[config.mk]
export PLATFORM = sky130hd
export DESIGN_NAME = fetch_unit
export DESIGN_NICKNAME = d
export VERILOG_FILES = /design/src/rtl/fetch_unit.sv
export SDC_FILE = /design/constraint.sdc
export NUM_CORES = 1
export LEC_CHECK = 0
export BUFFER_PORTS_ARGS = -buffer_cell sky130_fd_sc_hd__buf_2
export CELL_PAD_IN_SITES_DETAIL_PLACEMENT = 1
export CELL_PAD_IN_SITES_GLOBAL_PLACEMENT = 1
export CORE_UTILIZATION = 48
export DETAILED_ROUTE_END_ITERATION = 12
export GPL_TIMING_DRIVEN = 0
export HOLD_SLACK_MARGIN = 0.05
export PLACE_DENSITY = 0.92
export SYNTH_ARGS = -nofsm -noshare
export SYNTH_HDL_FRONTEND = slang
export SYNTH_SLANG_ARGS = --single-unit
[constraint.sdc]
create_clock -name clk -period 6.9 [get_ports clk]
set_input_delay 1.725 -clock clk [delete_from_list [all_inputs] [get_ports clk]]
set_output_delay 1.725 -clock clk [all_outputs]
set_load 0.01 [all_outputs]
[src/rtl/fetch_unit.sv]
// fetch_unit: two-entry instruction prefetch buffer in front of a single-outstanding memory port.
// Define FETCH_BYPASS_EN to forward mem_rdata to instr when the buffer is empty and the ack hits pc.
module fetch_unit (
   input  logic        clk,
   input  logic        reset,
   input  logic [31:0] pc,
   output logic [31:0] instr,
   output logic        instr_valid,
   output logic        mem_req,
   output logic [31:0] mem_addr,
   input  logic        mem_ack,
   input  logic [31:0] mem_rdata
);

   // Handshake: a read transfers on the edge where mem_req and mem_ack are both high; mem_req stays
   // high and mem_addr stable until then, and mem_ack without mem_req is ignored. The data path
   // consumes instr on every edge where instr_valid is high (no back-pressure).

   // DRAIN is the "drop" condition: the outstanding read belongs to a flushed stream.
   typedef enum logic [1:0] {
      IDLE  = 2'd0,
      FETCH = 2'd1,
      DRAIN = 2'd2
   } state_t;

   state_t      state_q, state_d;
   logic [29:0] req_addr_q, req_addr_d;

   // Entry 0 is the head; entries are kept compacted, so v1 implies v0.
   logic        v0_q, v1_q, v0_d, v1_d;
   logic [29:0] a0_q, a1_q, a0_d, a1_d;
   logic [31:0] d0_q, d1_q, d0_d, d1_d;

   logic [29:0] pc_word;
   logic        hit, flush, ack, bypass, fill;
   logic [29:0] start_addr;
   logic        pc_unused;

   assign pc_word   = pc[31:2];
   assign pc_unused = ^pc[1:0];
   assign hit       = v0_q && (a0_q == pc_word);
   assign flush     = v0_q && (a0_q != pc_word);
   assign mem_req   = (state_q != IDLE);
   assign mem_addr  = {req_addr_q, 2'b00};
   assign ack       = mem_req && mem_ack;

`ifdef FETCH_BYPASS_EN
   assign bypass = (state_q == FETCH) && !v0_q && mem_ack && (req_addr_q == pc_word);
`else
   assign bypass = 1'b0;
`endif

   assign instr_valid = hit || bypass;
   assign instr       = hit ? d0_q : (bypass ? mem_rdata : 32'h0);

   always_comb begin
      state_d    = state_q;
      req_addr_d = req_addr_q;
      v0_d       = v0_q;
      a0_d       = a0_q;
      d0_d       = d0_q;
      v1_d       = v1_q;
      a1_d       = a1_q;
      d1_d       = d1_q;
      fill       = 1'b0;
      start_addr = pc_word;

      if (flush) begin
         v0_d = 1'b0;
         v1_d = 1'b0;
      end else if (hit) begin
         v0_d = v1_q;
         a0_d = a1_q;
         d0_d = d1_q;
         v1_d = 1'b0;
      end

      fill = ack && (state_q == FETCH) && !flush && !bypass;
      if (fill) begin
         if (!v0_d) begin
            v0_d = 1'b1;
            a0_d = req_addr_q;
            d0_d = mem_rdata;
         end else begin
            v1_d = 1'b1;
            a1_d = req_addr_q;
            d1_d = mem_rdata;
         end
      end

      // Continue after the newest word known to the buffer; restart at pc when the stream breaks.
      if (flush)
         start_addr = pc_word;
      else if (fill || bypass)
         start_addr = req_addr_q + 30'd1;
      else if (v1_q)
         start_addr = a1_q + 30'd1;
      else if (v0_q)
         start_addr = a0_q + 30'd1;
      else
         start_addr = pc_word;

      case (state_q)
         IDLE: begin
            if (!v1_d) begin
               state_d    = FETCH;
               req_addr_d = start_addr;
            end
         end
         FETCH: begin
            if (ack) begin
               if (!v1_d) begin
                  state_d    = FETCH;
                  req_addr_d = start_addr;
               end else begin
                  state_d = IDLE;
               end
            end else if (flush) begin
               state_d = DRAIN;
            end
         end
         DRAIN: begin
            if (ack) begin
               state_d    = FETCH;
               req_addr_d = start_addr;
            end
         end
         default: state_d = IDLE;
      endcase
   end

   always_ff @(posedge clk or negedge reset) begin
      if (!reset) begin
         state_q    <= IDLE;
         req_addr_q <= '0;
         v0_q       <= 1'b0;
         v1_q       <= 1'b0;
         a0_q       <= '0;
         a1_q       <= '0;
         d0_q       <= '0;
         d1_q       <= '0;
      end else begin
         state_q    <= state_d;
         req_addr_q <= req_addr_d;
         v0_q       <= v0_d;
         v1_q       <= v1_d;
         a0_q       <= a0_d;
         a1_q       <= a1_d;
         d0_q       <= d0_d;
         d1_q       <= d1_d;
      end
   end

endmodule
==> run metrics <==
crit-path max cell delay=0.45 ns; clock network power share=0.497; CP Data Required Time=5.18 ns; combinational share of power=0.035; R2R Setup Slk=3.31 ns; initial antenna violation count=0; type of element launching the critical path=input pin; Reg area=0.00395 mm^2; post-layout instance area=about 0.011 mm^2; R2R depth=10; Achievable Freq=161 MHz; hold crit path type=reg2reg; Cell Pwr Density=173 mW/mm^2; number of synthesized flops with an enable pin=0; register area share after synthesis=0.401; clock period minus worst slack=6.23 ns; RR Endpoint=req_addr_q[13]; maximum vdd drop=0.170 mV; post-synth top area cell=dfrtp_1; Leak=5.63 nW; register share of total power=0.468; die width=145 um; TritonCTS clock tree=done; multi-input logic area=0.00546 mm^2; largest net degree at the start of global routing=about 110; top cell types by occurrence after synthesis=158 x dfrtp_1, 137 x nor2_1, 127 x nand2_1; synth top area cells=dfrtp_1 40%, mux2_2 7.2%, xor2_1 5.9%; Distinct cells, synth=63; asr flop ratio synth=1.00; worst hold slack=0.516 ns; Net Switching=543 uW; reg2reg start=a0_q[1]; root buffer cell=clkbuf_16; # fillers=2418; met2 wire length=18.4 mm; Max Cap Violations=0; Cell Area, Synth=0.00985 mm^2; Final setup viols=0; period utilization=0.903; metal3 WL=around 3.5 mm; Placed Area=0.0109 mm^2; DR DRC count=0; Max Root-Sink Buffers=2; Synth top area share=0.401; most common cell in the netlist=dfrtp_1; Synth Warn #=0; die area=0.0211 mm^2; Top cell by count, worst path=buf_2; vias in the first global route=10500; fin nets=1327; Core Box Area=0.0202 mm^2; layout cells sized above 1=0.215; hold violation count in the final report=0; actual slew at the worst max-slew pin=1.43 ns; Critical Path Slowest Stage Cell=nor4_1; syn_area_per_cell=~9 um^2; GPL Wtd Cong=0.979; CP startpoint=pc[15]; overall power=between 1.5 and 2 mW; CP endpoint kind=primary output; Layout Area Growth over Synthesis=16.4%; Worst-Skew Late Latency=0.46 ns; Setup Crit Path Kind=in2out; uppermost routed layer=met4; drt wl/cell=25.8 um; drt total wl=39.7 mm; PortBufs=128; first-pass GRT wire length=61.3 mm; worst-path maximum fanout=10; die span in y=roughly 150 um; hpwl dp=between 20 and 30 mm; postcts setup bufs=0; CTS Buf Count=17; Setup TNS=0 ns; total gr overflow=0; status=complete, no violations; Initial Utilization=0.489; Post-CTS Hold Buffers=0; Switching Fraction=0.274; 1st-pass router iterations=5; CTS H-tree lvls=4; DRT antenna net count=0; RSZ-0062 raised after global routing=no; Pins Over Slew Limit=0; Antenna diodes=0; CTS sink cnt=158; vias=9956; Boundary Pins=133; P_int=between 1 and 1.5 mW; CTS clock-pin slew for the worst setup and hold paths=0.08 ns; Clock Skew=0.0122 ns; vias per cell=6.46; FF+latch count, synth=158; Row Count=52; CP Cell Sequence=buf_2, xor2_1, nor4_1, nand4_1, or3_1, buf_2, inv_2, clkbuf_1, and2_1, buf_2; Slew Limit Headroom=0.0385; crit path capture=instr[31]; Mapped Cells=1108; Arrival @ worst endpoint=4.50 ns; DRT iter0 DRCs=around 1000; Main synth FF type=dfrtp_1; post-CTS sizing=0; GR Util All Layers=0.383; M1 WL=about 15 mm
[worst max-delay path, delay by kind of cell]
kind          cells  cell delay, ns
buf+inv           5            1.22
simple gates      4            1.34
xor+xnor          1            0.20
[placed cells by master, fill, tap and decap left out, types with 34 or more instances in the layout]
cell and count:
a21oi_1 68, a31oi_1 42, and2_1 36, buf_2 146, clkbuf_1 44, dfrtp_1 158, mux2_2 63, mux2i_1 37
nand2_1 127, nand3_1 41, nor2_1 137, xnor2_1 34, xor2_1 66
[worst min-delay path by stage]
stage / start / endpoint / slack [ns] / cells past startpoint
floorplan: d1_q[10] / d1_q[10] / 0.48 / 1
global placement: d1_q[20] / d1_q[20] / 0.49 / 1
detailed placement: d1_q[13] / d1_q[13] / 0.50 / 1
CTS: d1_q[11] / d1_q[11] / 0.52 / 1
global route: d1_q[19] / d1_q[19] / 0.53 / 1
finish: d1_q[11] / d1_q[11] / 0.52 / 1
[metal layers]
metal | vias to the layer above | global-route usage
met4 | 0 | 0.227
met1 | 4953 | 0.477
li1 | 4217 | -
met2 | 614 | 0.608
met3 | 172 | 0.0871
met5 | - | 0
[power by group through the flow]
stage	registers (mW)	clock network, mW	logic (mW)
3_3_place_gp	0.944	0	0.0634
3_5_place_dp	0.943	0	0.0679
4_1_cts	0.925	0.982	0.0695
6_report	0.925	0.983	0.0702
5_1_grt	0.925	1.01	0.0757
2_1_floorplan	0.944	0	0.0122
[state kept, by name (all words and copies together), names as in the netlist]
signal      flops
a0_q           30
d0_q           32
v0_q            1
req_addr_q     30
v1_q            1
d1_q           32
a1_q           30
state_q         2
[kinds of logic after synthesis]
kind of cell               Yosys count  synth area share
AOI/OAI and AO/OA                  205             0.132
muxes                              100             0.110
DFF                                158             0.401
xor gates and xnor gates           100            0.0889
adders and majority gates            3           0.00381
other                                1          0.000381
buffers and inverters               95            0.0446
and+or+nand+nor                    446             0.219
[through the flow]
| stage | util | cells | setup WS (ns) |
|---|---|---|---|
| after detailed placement | 0.539 | 1508 | 0.867 |
| after global routing | 0.568 | 1540 | 0.600 |
| after CTS | 0.568 | 1540 | 0.740 |
| after global placement | 0.537 | 1507 | 0.881 |
| final | 0.568 | 1540 | 0.671 |
| after floorplan | - | 1109 | 1.72 |
[cell type report]
| type | instances | share of cell area |
|---|---|---|
| clock buffers | 17 | 0.0371 |
| repair buffers | 129 | 0.0592 |
| inverters | 8 | 0.00262 |
| clock inverters | 15 | 0.0145 |
| plain buffers | 87 | 0.0357 |
| multi-input cells | 856 | 0.477 |
| flip-flops and latches | 158 | 0.345 |
| well taps | 270 | 0.0295 |
Note: power is estimated with default switching activity, not from simulation.
